**config.mk**
```make
export PLATFORM = sky130hd
export DESIGN_NAME = shift_arbiter
export DESIGN_NICKNAME = d
export VERILOG_FILES = /design/src/rtl/shift_arbiter.sv
export SDC_FILE = /design/constraint.sdc
export NUM_CORES = 1
export LEC_CHECK = 0
export ABC_AREA = 1
export CAP_MARGIN = 20
export CORE_ASPECT_RATIO = 2
export CORE_UTILIZATION = 30
export DETAILED_ROUTE_END_ITERATION = 6
export PLACE_DENSITY = 0.65
export SYNTH_ARGS = -nofsm -noshare
export SYNTH_HDL_FRONTEND = slang
export SYNTH_SLANG_ARGS = --single-unit
```
**constraint.sdc**
```tcl
create_clock -name clk -period 1.82 [get_ports clk]
set_input_delay 0.546 -clock clk [delete_from_list [all_inputs] [get_ports clk]]
set_output_delay 0.546 -clock clk [all_outputs]
set_load 0.005 [all_outputs]
```
**src/rtl/shift_arbiter.sv**
```systemverilog
// shift_arbiter: shares one external combinational 32-bit barrel shifter
// between two requesters (port 0 = CPU execute, port 1 = peripheral/debug).
// One transaction at a time: IDLE (grant + latch operands), SHIFT (capture
// shifter output), RESP (hold result for the owner until it is consumed).
// Build option: define SHIFT_ARB_RR_EN for round-robin arbitration on
// contention; otherwise port 0 has fixed priority.
module shift_arbiter (
    input  logic        clk,
    input  logic        rst_n,

    input  logic        req0_valid,
    output logic        req0_ready,
    input  logic [31:0] req0_data,
    input  logic [4:0]  req0_shamt,
    input  logic        req0_lr,
    input  logic        req0_al,

    input  logic        req1_valid,
    output logic        req1_ready,
    input  logic [31:0] req1_data,
    input  logic [4:0]  req1_shamt,
    input  logic        req1_lr,
    input  logic        req1_al,

    output logic        resp0_valid,
    input  logic        resp0_ready,
    output logic        resp1_valid,
    input  logic        resp1_ready,
    output logic [31:0] resp_data,

    output logic [31:0] sh_indata,
    output logic [4:0]  sh_shamt,
    output logic        sh_lr,
    output logic        sh_al,
    input  logic [31:0] sh_outdata,

    output logic        busy
);

    typedef enum logic [1:0] {
        IDLE  = 2'd0,
        SHIFT = 2'd1,
        RESP  = 2'd2
    } state_t;

    state_t      state;
    state_t      state_next;

    // Operand register feeding the shifter directly
    logic [31:0] op_data;
    logic [4:0]  op_shamt;
    logic        op_lr;
    logic        op_al;

    logic        owner;       // port that owns the in-flight transaction
    logic        last_grant;  // port granted most recently
    logic [31:0] result;

    logic        grant_any;
    logic        grant_id;
    logic        owner_ready;
    logic        accept;

    // Arbitration: pick the winning port among valid requesters
    always_comb begin
        grant_any = req0_valid | req1_valid;
`ifdef SHIFT_ARB_RR_EN
        // On contention, grant the port that did not win last time
        grant_id  = req1_valid & (~req0_valid | ~last_grant);
`else
        // Port 0 always wins contention
        grant_id  = req1_valid & ~req0_valid;
`endif
    end

    assign owner_ready = owner ? resp1_ready : resp0_ready;
    assign accept      = (state == IDLE) && grant_any;

    // State register
    always_ff @(posedge clk) begin
        if (!rst_n) begin
            state <= IDLE;
        end else begin
            state <= state_next;
        end
    end

    // Next-state logic and combinational request-ready outputs
    always_comb begin
        state_next = state;
        req0_ready = 1'b0;
        req1_ready = 1'b0;
        case (state)
            IDLE: begin
                if (grant_any) begin
                    req0_ready = ~grant_id;
                    req1_ready = grant_id;
                    state_next = SHIFT;
                end
            end
            SHIFT: begin
                state_next = RESP;
            end
            RESP: begin
                if (owner_ready) begin
                    state_next = IDLE;
                end
            end
            default: begin
                state_next = IDLE;
            end
        endcase
    end

    // Operand, owner and grant-history capture on an accepted request
    always_ff @(posedge clk) begin
        if (!rst_n) begin
            op_data    <= '0;
            op_shamt   <= '0;
            op_lr      <= 1'b0;
            op_al      <= 1'b0;
            owner      <= 1'b0;
            last_grant <= 1'b1;
        end else if (accept) begin
            op_data    <= grant_id ? req1_data  : req0_data;
            op_shamt   <= grant_id ? req1_shamt : req0_shamt;
            op_lr      <= grant_id ? req1_lr    : req0_lr;
            op_al      <= grant_id ? req1_al    : req0_al;
            owner      <= grant_id;
            last_grant <= grant_id;
        end
    end

    // Result capture and registered response-valid flags
    always_ff @(posedge clk) begin
        if (!rst_n) begin
            result      <= '0;
            resp0_valid <= 1'b0;
            resp1_valid <= 1'b0;
        end else begin
            if (state == SHIFT) begin
                result      <= sh_outdata;
                resp0_valid <= ~owner;
                resp1_valid <= owner;
            end else if ((state == RESP) && owner_ready) begin
                resp0_valid <= 1'b0;
                resp1_valid <= 1'b0;
            end
        end
    end

    assign sh_indata = op_data;
    assign sh_shamt  = op_shamt;
    assign sh_lr     = op_lr;
    assign sh_al     = op_al;
    assign resp_data = result;
    assign busy      = (state != IDLE);

endmodule

```
Yosys cells after proc, flatten, opt, wreduce, memory -nomap -nowiden
Cells that the tools add are included.

storage, ports and cells
  output and inout port bits = 76
  register bits = 76
  bits of input ports = 116

cells by class
  eq/ne operators = 4
  reductions and logical operators = 6
  mux-type cells = 15
  bitwise gates (word level) = 5

operators by type and width
  operator            number
  $mux 32             1
  $mux 1              10
  $pmux 2 s3          1
  $mux 5              1
  $mux 2              2
  $ne 2x2->1 const B  2
  $reduce_bool 2->1   2
  $not 1->1           3
  $eq 2x1->1 const B  1
  $eq 2x2->1 const B  1
  $logic_and 1x1->1   2
  $logic_not 2->1     1
  $reduce_and 2->1    1
  $and 1x1->1         1
  $or 1x1->1          1

Depth between registers and ports, before layout
  word-level depth = 5
  mapped depth = 7

Worst setup path after synthesis
No wires, ideal clock.

  kind = input port to output port
  start point = input req1_valid
  end point = output req1_ready
  stages = 4
  arrival = 1.065 ns
  path slack = 0.209 ns
  cells stage by stage = buf_2 -> nand2_1 -> buf_2 -> nor2_1

on the way
  cells in the longest elaborated chain, start to end = 3
  elaborated cells between the ends (all ways) = 4
  those cells by class = mux: 2; bitwise: 2

ends and longest elaborated chain
  element                                           RTL line  source
  start: declaration                                18        input logic req1_valid,
  $and 1x1->1 / $or 1x1->1 (equally long branches)  72, 66
  $mux 1 (*)                                        95        if (grant_any) begin
  $mux 1 (*)                                        93        case (state)
  end: declaration                                  19        output logic req1_ready,

Every way passes the cells marked *; elsewhere a longest branch is shown, timed or not.

Worst setup path in the final report
  start point = register resp1_valid
  end point = output resp1_valid

RTL lines
  element                   RTL line  source
  start: declaration        27        output logic resp1_valid,
  start signal: assignment  144       resp1_valid <= owner;

No word-level cell between the ends.

==> results.cfg <==
[finish]
syn2layout_area_growth_pct = 68.4
final_nets = 849
drive_above_1_share = 0.0584
antennaDiodeCount = 0
fillers = 1120
multiInputGateArea_um2 = 1600
design_area_um2 = 5810
finalNonFillerCells = 878
seqCellArea_um2 = 1520

[clock_tree]
clock_latency_ns = 0.33
numCtsBuffers = 9
clock_path_buffers = 2
cts_root_buffer = clkbuf_16
cts_tree = yes
clk_pin_slew_ns = 0.06
cts.sinks = 76
cts_hold_buf = 0
cts_htree_levels = 3
cts_setup_buffers = 0

[floorplanning]
io_pins = 192
core_region_area_um2 = 11300
die_h_um = 154
start_util = 0.306
num_rows = 55
fp.dieArea_um2 = 12000
die_w_um = 77.9

[power]
irDropWorstVdd_mv = 0.473
leakage_nw = 2.69
powerDensity_nw_per_um2 = 863
finalPower_w = 0.00502

[synthesis]
synthXorXnorAreaFrac = 0
yosysWarnings = 0
synth-seq-cells = 76
muxShareOfSynthArea = 0
syn_area_per_cell_um2 = 6.28
synth_top_family_by_area = simple AND/OR/NAND/NOR gates
yosysSeqAreaShare = 0.441
synth_fa_ha_area_frac = 0
syn_inst = 550
synthSimpleGateAreaFrac = 0.404
ys_types = 15
synth.cell_area_um2 = 3450
synth_compound_area_frac = 0.0569
synth.net_count = 666

[sta]
setup_tns_ns = 0
rsz0062_at_grt = no
worst_slew_pin_slew_ns = 0.569
min_period_ns = 1.77
slew_violations = 0
hold_viol = 0
finalCritPeriodShare = 0.974
timing.final.ws_setup_ns = 0.0479
finalSetupViolCount = 0
skew_ns = 0.00725
relSlewSlack = 0.620
fmax_mhz = 564

[worst_setup_path]
end_kind = output pin
worstPathRequired_ns = 1.27
worstPathArrival_ns = 1.23
slowest_delay_ns = 0.57
cp_num_buf_inv = 1
slowest_stage = clkdlybuf4s50_1
critPathTopFamily = buffers and inverters
crit_chain = clkdlybuf4s50_1
startpoint_type = register
critPathKind = reg2out
crit_path_max_fanout = 2

[global_route]
grt_first_pass_wirelength_mm = 16.2
antenna_found_initial = 0
grt_usage = 0.176
grt_pass1_vias = 3487
grt_max_degree = 42
grt_remaining_overflow = 0

[placed_design]
port_buffers = 191
placed_area_um2 = 5520
gp_congestion = 0.812
dp_hpwl_mm = 8.03
dp.cells = 864
place_ws_ns = -0.563

[routing]
totalWireLength_mm = 10.8
drc_errors = 0
via_per_inst = 4.39
vias = 3852
drt_first_pass_iters = 4
drtAntennaViolNets = 0
drt_iter0_markers = 111
wl_per_cell_um = 12.3

[run_status]
status = complete, no violations

[flow_run]
max_cap_viol_count = 0

[min_path]
hold_path_class = reg2reg
cell usage in the layout (no fill, tap or decap), types with 2 or more instances in the layout:
cell type / n
clkdlybuf4s50_1: 185
nand2_1: 164
nor2_1: 145
dfxtp_1: 74
inv_1: 44
nand3_1: 40
o21ai_0: 32
buf_4: 14
clkbuf_16: 9
a21oi_1: 4
dlygate4sd2_1: 4
inv_2: 3
nor2_4: 2
nor2_2: 2
buf_2: 2
buf_12: 2
dfxtp_2: 2
cell usage after synthesis:
| master | instances | area (um^2) |
|---|---|---|
| o21ai_0 | 32 | 160 |
| inv_1 | 46 | 173 |
| nor2_4 | 1 | 11.3 |
| nor3_1 | 1 | 5.00 |
| nand3_1 | 40 | 200 |
| inv_2 | 1 | 3.75 |
| a21oi_1 | 4 | 20.0 |
| nand2_1 | 165 | 619 |
| dfxtp_1 | 76 | 1520 |
| nor2_2 | 1 | 6.26 |
| clkbuf_1 | 19 | 71.3 |
| nor2_1 | 147 | 552 |
| o21ai_4 | 1 | 16.3 |
| buf_2 | 14 | 70.1 |
| buf_6 | 2 | 22.5 |
final cells by class:
type | instances | area share
clock buffers | 10 | 0.0411
clock inverters | 4 | 0.00882
inverters | 47 | 0.0303
multi-input cells | 392 | 0.276
flip-flops and latches | 76 | 0.262
well taps | 142 | 0.0306
repair buffers | 207 | 0.351
where the power goes:
group          switching [W]  internal (W)  leakage (nW)
Clock               0.000665       0.00108         0.140
Combinational       0.000570      0.000746          1.92
Sequential         0.0000974       0.00186         0.630
through the flow:
stage          hold WS, ns   util
5_1_grt              0.509  0.515
4_1_cts              0.473  0.515
3_3_place_gp         0.443  0.489
2_1_floorplan        0.451      -
6_report             0.469  0.515
3_5_place_dp         0.464  0.489
cells by family (layout without fill, tap and decap cells):
| group | Yosys count | in the layout |
|---|---|---|
| AND/OR/NAND/NOR | 355 | 355 |
| buffers and inverters | 82 | 268 |
| flip-flops | 76 | 76 |
| AO/OA/AOI/OAI | 37 | 37 |
registers in the layout, summed over array words and instances (netlist names), 2 cells and up:
name       flops
state          2
sh_indata     32
resp_data     32
sh_shamt       5
per-layer routing:
metal	vias to the layer above	track usage	part of all wire	wire, um
met1	1688	0.161	0.36	3900
met2	121	0.340	0.55	5920
met5	-	0	0	0
met4	0	0.108	0.041	436
li1	2021	-	-	-
met3	22	0.0392	0.046	495
what timing repair did:
item                       in CTS  in global routing
setup endpoints to repair       3                  1
gates resized for setup        14                  2
pin swaps                       2                  1
worst paths after layout:
check,start,end,slack (ns),depth (start not counted)
max,resp1_valid,resp1_valid,0.05,1
min,resp0_valid,resp0_valid,0.47,2
max reg2reg,state[1],resp_data[3],0.49,5
min reg2reg,resp0_valid,resp0_valid,0.47,2
Power figures use the tool's default switching activity.
